--- src/rtl/pixel_sort_pkg.sv ---
// pixel_sort_pkg
//   Shared definitions for the pixel sorter:
//     - SORT_ASC / SORT_DESC : mode encoding (lane 0 = min / max)
//     - EVEN/ODD_STAGE_FIRST : first lower lane compared in even/odd stages
//     - lane_lo()            : low bit of lane i inside a packed NUM*WIDTH bus
//     - stage_first_lane()   : lower lane of the first pair in stage s
//   Optional feature macro used by the other files: PIXEL_SORT_INDEX_EN.
package pixel_sort_pkg;

    localparam logic SORT_ASC  = 1'b0;
    localparam logic SORT_DESC = 1'b1;

    localparam int EVEN_STAGE_FIRST = 0;
    localparam int ODD_STAGE_FIRST  = 1;

    function automatic int lane_lo(input int lane, input int width);
        return lane * width;
    endfunction

    function automatic int stage_first_lane(input int stage);
        return ((stage % 2) == 0) ? EVEN_STAGE_FIRST : ODD_STAGE_FIRST;
    endfunction

endpackage

--- src/rtl/pixel_sort_cmpx.sv ---
// pixel_sort_cmpx
//   Combinational compare-exchange of one adjacent lane pair.
//   Ascending swaps only when lo > hi, descending only when lo < hi, so
//   equal values keep their order and the network stays stable.
//   Ports:
//     mode               0 = ascending, 1 = descending
//     lo_in / hi_in      values on the lower / upper lane
//     lo_out / hi_out    exchanged values
//     lo_tag_*/hi_tag_*  lane tags swapped with the values
//                        (present only with PIXEL_SORT_INDEX_EN)
module pixel_sort_cmpx
    import pixel_sort_pkg::*;
#(
    parameter int WIDTH = 16
`ifdef PIXEL_SORT_INDEX_EN
    ,
    parameter int TW = 3
`endif
) (
    input  logic             mode,
    input  logic [WIDTH-1:0] lo_in,
    input  logic [WIDTH-1:0] hi_in,
`ifdef PIXEL_SORT_INDEX_EN
    input  logic [TW-1:0]    lo_tag_in,
    input  logic [TW-1:0]    hi_tag_in,
    output logic [TW-1:0]    lo_tag_out,
    output logic [TW-1:0]    hi_tag_out,
`endif
    output logic [WIDTH-1:0] lo_out,
    output logic [WIDTH-1:0] hi_out
);

    logic swap;

    always_comb begin
        swap = 1'b0;
        if (mode == SORT_ASC) begin
            swap = (lo_in > hi_in);
        end else begin
            swap = (lo_in < hi_in);
        end
    end

    assign lo_out = swap ? hi_in : lo_in;
    assign hi_out = swap ? lo_in : hi_in;

`ifdef PIXEL_SORT_INDEX_EN
    assign lo_tag_out = swap ? hi_tag_in : lo_tag_in;
    assign hi_tag_out = swap ? lo_tag_in : hi_tag_in;
`endif

endmodule

--- src/rtl/pixel_sort_param.sv ---
// pixel_sort_param
//   Fully pipelined odd-even transposition sorter: NUM registered stages,
//   one compare-exchange layer per stage. Mode and valid travel with each
//   transaction; stall freezes every register; reset is async active-low.
//   Optional feature macro: PIXEL_SORT_INDEX_EN (adds lane tags + index_out).
//   Ports:
//     clk        clock, rising edge
//     reset      asynchronous reset, asserted low
//     enable     transaction valid, captured when stall = 0
//     stall      hold all pipeline registers
//     mode       0 = ascending, 1 = descending
//     pixel_in   NUM lanes of WIDTH bits, lane i at [i*WIDTH +: WIDTH]
//     pixel_out  sorted lanes (last stage register)
//     valid_out  pixel_out holds a completed transaction
//     mode_out   mode of the transaction on pixel_out
//     index_out  original lane of each output lane (PIXEL_SORT_INDEX_EN)
module pixel_sort_param
    import pixel_sort_pkg::*;
#(
    parameter int WIDTH = 16,
    parameter int NUM   = 8
`ifdef PIXEL_SORT_INDEX_EN
    ,
    localparam int IDXW = $clog2(NUM)
`endif
) (
    input  logic                 clk,
    input  logic                 reset,
    input  logic                 enable,
    input  logic                 stall,
    input  logic                 mode,
    input  logic [NUM*WIDTH-1:0] pixel_in,
    output logic [NUM*WIDTH-1:0] pixel_out,
    output logic                 valid_out,
    output logic                 mode_out
`ifdef PIXEL_SORT_INDEX_EN
    ,
    output logic [NUM*IDXW-1:0]  index_out
`endif
);

    // src_d[s] feeds the compare layer of stage s, net_d[s] is its result,
    // data_q[s] is the stage register.
    logic [NUM-1:0][WIDTH-1:0] src_d  [NUM];
    logic [NUM-1:0][WIDTH-1:0] net_d  [NUM];
    logic [NUM-1:0][WIDTH-1:0] data_q [NUM];
    logic [NUM-1:0]            mode_q;
    logic [NUM-1:0]            valid_q;
    logic [NUM-1:0]            mode_src;

`ifdef PIXEL_SORT_INDEX_EN
    logic [NUM-1:0][IDXW-1:0]  tag_src [NUM];
    logic [NUM-1:0][IDXW-1:0]  tag_net [NUM];
    logic [NUM-1:0][IDXW-1:0]  tag_q   [NUM];
`endif

    // Stage s compares with the mode that came into it: the raw input for
    // stage 0, the previous stage's registered mode otherwise.
    assign mode_src = {mode_q[NUM-2:0], mode};

    for (genvar s = 0; s < NUM; s++) begin : g_stage
        localparam int FIRST = stage_first_lane(s);

        if (s == 0) begin : g_first
            for (genvar i = 0; i < NUM; i++) begin : g_in
                assign src_d[0][i] = pixel_in[lane_lo(i, WIDTH) +: WIDTH];
`ifdef PIXEL_SORT_INDEX_EN
                assign tag_src[0][i] = IDXW'(i);
`endif
            end
        end else begin : g_chain
            assign src_d[s] = data_q[s-1];
`ifdef PIXEL_SORT_INDEX_EN
            assign tag_src[s] = tag_q[s-1];
`endif
        end

        for (genvar j = 0; j < NUM; j++) begin : g_lane
            if ((j >= FIRST) && (((j - FIRST) % 2) == 0) && ((j + 1) < NUM)) begin : g_pair
                pixel_sort_cmpx #(
                    .WIDTH (WIDTH)
`ifdef PIXEL_SORT_INDEX_EN
                    ,
                    .TW    (IDXW)
`endif
                ) u_cmpx (
                    .mode       (mode_src[s]),
                    .lo_in      (src_d[s][j]),
                    .hi_in      (src_d[s][j+1]),
`ifdef PIXEL_SORT_INDEX_EN
                    .lo_tag_in  (tag_src[s][j]),
                    .hi_tag_in  (tag_src[s][j+1]),
                    .lo_tag_out (tag_net[s][j]),
                    .hi_tag_out (tag_net[s][j+1]),
`endif
                    .lo_out     (net_d[s][j]),
                    .hi_out     (net_d[s][j+1])
                );
            end else if ((j < FIRST) || ((((j - FIRST) % 2) == 0) && ((j + 1) >= NUM))) begin : g_pass
                // Unpaired edge lane of this layer.
                assign net_d[s][j] = src_d[s][j];
`ifdef PIXEL_SORT_INDEX_EN
                assign tag_net[s][j] = tag_src[s][j];
`endif
            end
        end
    end

    // Bubbles still load data; only their valid bit marks them as empty.
    always_ff @(posedge clk or negedge reset) begin
        if (!reset) begin
            valid_q <= '0;
            mode_q  <= '0;
            for (int s = 0; s < NUM; s++) begin
                data_q[s] <= '0;
`ifdef PIXEL_SORT_INDEX_EN
                tag_q[s]  <= '0;
`endif
            end
        end else if (!stall) begin
            valid_q <= {valid_q[NUM-2:0], enable};
            mode_q  <= mode_src;
            for (int s = 0; s < NUM; s++) begin
                data_q[s] <= net_d[s];
`ifdef PIXEL_SORT_INDEX_EN
                tag_q[s]  <= tag_net[s];
`endif
            end
        end
    end

    assign pixel_out = data_q[NUM-1];
    assign valid_out = valid_q[NUM-1];
    assign mode_out  = mode_q[NUM-1];

`ifdef PIXEL_SORT_INDEX_EN
    assign index_out = tag_q[NUM-1];
`endif

endmodule
--- config.mk ---
export PLATFORM = sky130hd
export DESIGN_NAME = pixel_sort_param
export DESIGN_NICKNAME = d
export VERILOG_FILES = /design/src/rtl/pixel_sort_pkg.sv /design/src/rtl/pixel_sort_cmpx.sv /design/src/rtl/pixel_sort_param.sv
export SDC_FILE = /design/constraint.sdc
export NUM_CORES = 2
export LEC_CHECK = 0
export CORE_MARGIN = 5
export CORE_UTILIZATION = 53
export DETAILED_ROUTE_END_ITERATION = 12
export PLACE_DENSITY_LB_ADDON = 0.05
export SLEW_MARGIN = 20
export SYNTH_ARGS = -nofsm -noshare
export SYNTH_HDL_FRONTEND = slang
export SYNTH_SLANG_ARGS = --single-unit
--- constraint.sdc ---
create_clock -name clk -period 3.02 [get_ports clk]
set_input_delay 0.604 -clock clk [delete_from_list [all_inputs] [get_ports clk]]
set_output_delay 0.604 -clock clk [all_outputs]
set_load 0.02 [all_outputs]
==> impl_metrics.env <==
export IMPL_clock_latency_ns=0.73
export IMPL_rsz0062_at_grt="false"
export IMPL_port_buffer_count=262
export IMPL_synth_compound_area_share_pct=22.3
export IMPL_clkSinkCount=1040
export IMPL_gr_total_overflow=0
export IMPL_setup_viol=0
export IMPL_ys_warn_count=0
export IMPL_synthesis_area_um2=66200
export IMPL_avgSynthCellArea_um2=9.92
export IMPL_cts_root_buf="clkbuf_16"
export IMPL_synth_largest_area_cell="dfrtp_1"
export IMPL_worst_clock_skew_ns=0.0181
export IMPL_crit_type="register to register"
export IMPL_endpoint_kind="register"
export IMPL_antenna_found_initial=1
export IMPL_vias=57058
export IMPL_synth_xor_area_share_pct=0.104
export IMPL_chipWidth_um=363
export IMPL_period_share_pct=95.9
export IMPL_synth_top_family_by_area="compound AO/OA/AOI/OAI gates"
export IMPL_grt_max_degree=159
export IMPL_initial_core_util_pct=53.4
export IMPL_cp_start_kind="register"
export IMPL_core_rowCount=129
export IMPL_netlist_instances=6669
export IMPL_drive_gt1_share_pct=16.4
export IMPL_drt_pass1_iterations=6
export IMPL_synth_edf_count=0
export IMPL_drt_first_iter_violations=6510
export IMPL_worst_endpoint_arrival_ns=3.46
export IMPL_clock_path_buffers=3
export IMPL_vias_per_cell=6.51
export IMPL_numCtsBuffers=115
export IMPL_worst_slew_pin_slew_ns=1.05
export IMPL_cpMaxStageDelayCell="a2111oi_0"
export IMPL_hold_viol_final=0
export IMPL_synthAdderAreaFrac_pct=8.47
export IMPL_maxCapViolCount=0
export IMPL_synth_simple_area_share_pct=13.2
export IMPL_cpPeakStageDelay_ns=0.59
export IMPL_core_area_um2=124000
export IMPL_critical_path_top_delay_family="compound AO/OA/AOI/OAI gates"
export IMPL_cts_tree="yes"
export IMPL_outcome="finished, final reports clean"
export IMPL_ios=263
export IMPL_path_max_fanout=32
export IMPL_layout_setup_ws_ns=0.125
export IMPL_rrSetupSlack_ns=0.13
export IMPL_drc_errors=0
export IMPL_whs_ns=0.405
export IMPL_path_buf_inv=2
export IMPL_n_fill_cell=10237
export IMPL_dp_hpwl_mm=152
export IMPL_grt_pass1_wl_mm=329
export IMPL_final_common_cell="dfrtp_1"
export IMPL_htreeDepth=3
export IMPL_place_congestion=0.929
export IMPL_cp_data_required_time_ns=3.59
export IMPL_final_antenna_net_count=0
export IMPL_grt_usage_pct=31.4
export IMPL_wl_mm=213
export IMPL_nNetsFinal=7617
export IMPL_async_flop_share_pct=100
export IMPL_p_per_area_nw_per_um2=1020
export IMPL_crit_chain="inv_1, ha_1, nand4_1, a2111oi_0, or4_4, xor2_2, buf_12, o2111ai_1"
export IMPL_fmax_ghz=0.345
export IMPL_synthMuxAreaShare_pct=9.02
export IMPL_ir_worst_vdd_v=0.000749
export IMPL_die_height_um=363
export IMPL_ys_dominant_reg_cell="dfrtp_1"
export IMPL_slew_headroom_pct=29.9
export IMPL_syn_to_final_growth_pct=16.6
export IMPL_hold_class="input port to register"
export IMPL_cts_clk_slew_worst_paths_ns=0.06
export IMPL_leakagePower_nw=33.9
export IMPL_finalCoreUtilization_pct=62.3
export IMPL_detailedPlace_worstSlack_ns=-0.570
export IMPL_final_cell_mix="dfrtp_1 (1040), nand2_1 (635), a221o_1 (579), buf_4 (557), inv_1 (451)"
export IMPL_ys_seq_elements=1040
export IMPL_synth_top_area_share_pct=39.3
export IMPL_drv_slew=0
export IMPL_die_area_um2=132000
export IMPL_period_needed_ns=2.89
export IMPL_grt_pass1_vias=55527
export IMPL_yosys_cell_types_count=72
export IMPL_synth_seq_area_share_pct=39.3
export IMPL_wl_per_cell_um=24.2
export IMPL_syn_nets=7250
export IMPL_ys_top_cells_by_area="dfrtp_1 (39%), a221o_1 (8.8%), ha_1 (8.5%)"
metrics by stage:
step	TNS (ns)	power [W]	instances	cell area, um2
after floorplan	0	0.0492	6669	66200
after global routing	0	0.0831	8765	77100
after CTS	0	0.0779	8756	76900
after detailed placement	-51.01	0.0627	8546	72900
final	0	0.0786	8765	77100
after global placement	-44.75	0.0616	8546	72900
Yosys cell counts (9+ instances only):
cell       number
and2_1        198
nand4_1       100
inv_1         451
nand2b_1       12
a22o_1        125
buf_6          29
a21oi_1       187
and3_1         35
a211oi_2       10
o211ai_2       14
a211oi_1       12
mux2_2        238
buf_4         159
a22oi_1       320
clkbuf_1      318
or2_0          60
buf_2          98
a21o_1         44
nand3b_1       32
or3b_1         32
o41ai_1        10
nor4_1         10
nor2_1        205
mux2i_4        11
buf_1          18
nor3_1         13
nand2_1       635
mux2_1         58
o211ai_1      215
a221o_1       579
a21oi_2        12
nor2b_1        30
o2111ai_1      96
dfrtp_1      1040
o21ai_1         9
o21ai_0        82
mux2i_1       229
ha_1          448
o31ai_1        22
or2_1          19
nand3_1       328
or4_4           9
a211o_1        37
flip-flops by register name (all words and copies together), names as in the netlist:
register and count:
mode_q 8, valid_q 8, pixel_out 128, data_q 896
final cells by class:
cell class / instances / area [um2] / share of cell area (%)
clock buffers: 167 / 3420 / 4.43
repair buffers: 869 / 7800 / 10.1
diodes: 1 / 2.50 / 0.00324
multi-input cells: 4557 / 35500 / 46.0
inverters: 453 / 1710 / 2.21
clock inverters: 41 / 621 / 0.805
well taps: 1637 / 2050 / 2.66
flip-flops and latches: 1040 / 26000 / 33.7
worst paths after layout:
path,start,to,depth (start not counted)
min reg2reg,mode_q[7],mode_q[7],1
max reg2reg,data_q[175],pixel_out[41],8
max in group asynchronous,reset,data_q[885],3
min in group asynchronous,reset,pixel_out[59],2
min,stall,mode_q[1],3
max,data_q[175],pixel_out[41],8
where the power goes:
part	switching [W]	total, W	leakage, nW	internal (W)
clock	0.00598	0.0151	1.99	0.00907
combinational	0.0207	0.0378	18.7	0.0172
sequential	0.00666	0.0257	13.3	0.0190
per-layer routing:
layer  vias up  part of all wire [%]  track usage, %
met5         -                     0               0
met4         0                   4.2            12.4
met3       486                   6.6            3.37
met2      2376                    47            51.1
met1     28488                    42            43.3
li1      25708                     -               -
worst register-to-register path, cell delays in order, from the launching register on:
cell and delay [ns]:
dfrtp_1 0.47, inv_1 0.13, ha_1 0.33, nand4_1 0.23
a2111oi_0 0.59, or4_4 0.36, xor2_2 0.21, buf_12 0.22
o2111ai_1 0.19
cell families (layout without fill, tap and decap cells):
logic type | Yosys count | count (layout)
flops | 1040 | 1040
buf+inv | 1080 | 1530
fa+ha+maj | 448 | 448
compound gates | 1796 | 1796
xor+xnor | 7 | 7
other cells | 0 | 1
simple gates | 1755 | 1755
mux | 543 | 551
what timing repair did:
action | 4_1_cts | 5_1_grt
resized for setup | 0 | 11
hold endpoints to repair | 32 | 0
setup buffers | 0 | 1
pin swaps | 0 | 1
endpoints found under the setup margin | 7 | 269
gates cloned | 1 | 7
hold buffers | 1 | 0
Power figures use the tool's default switching activity.
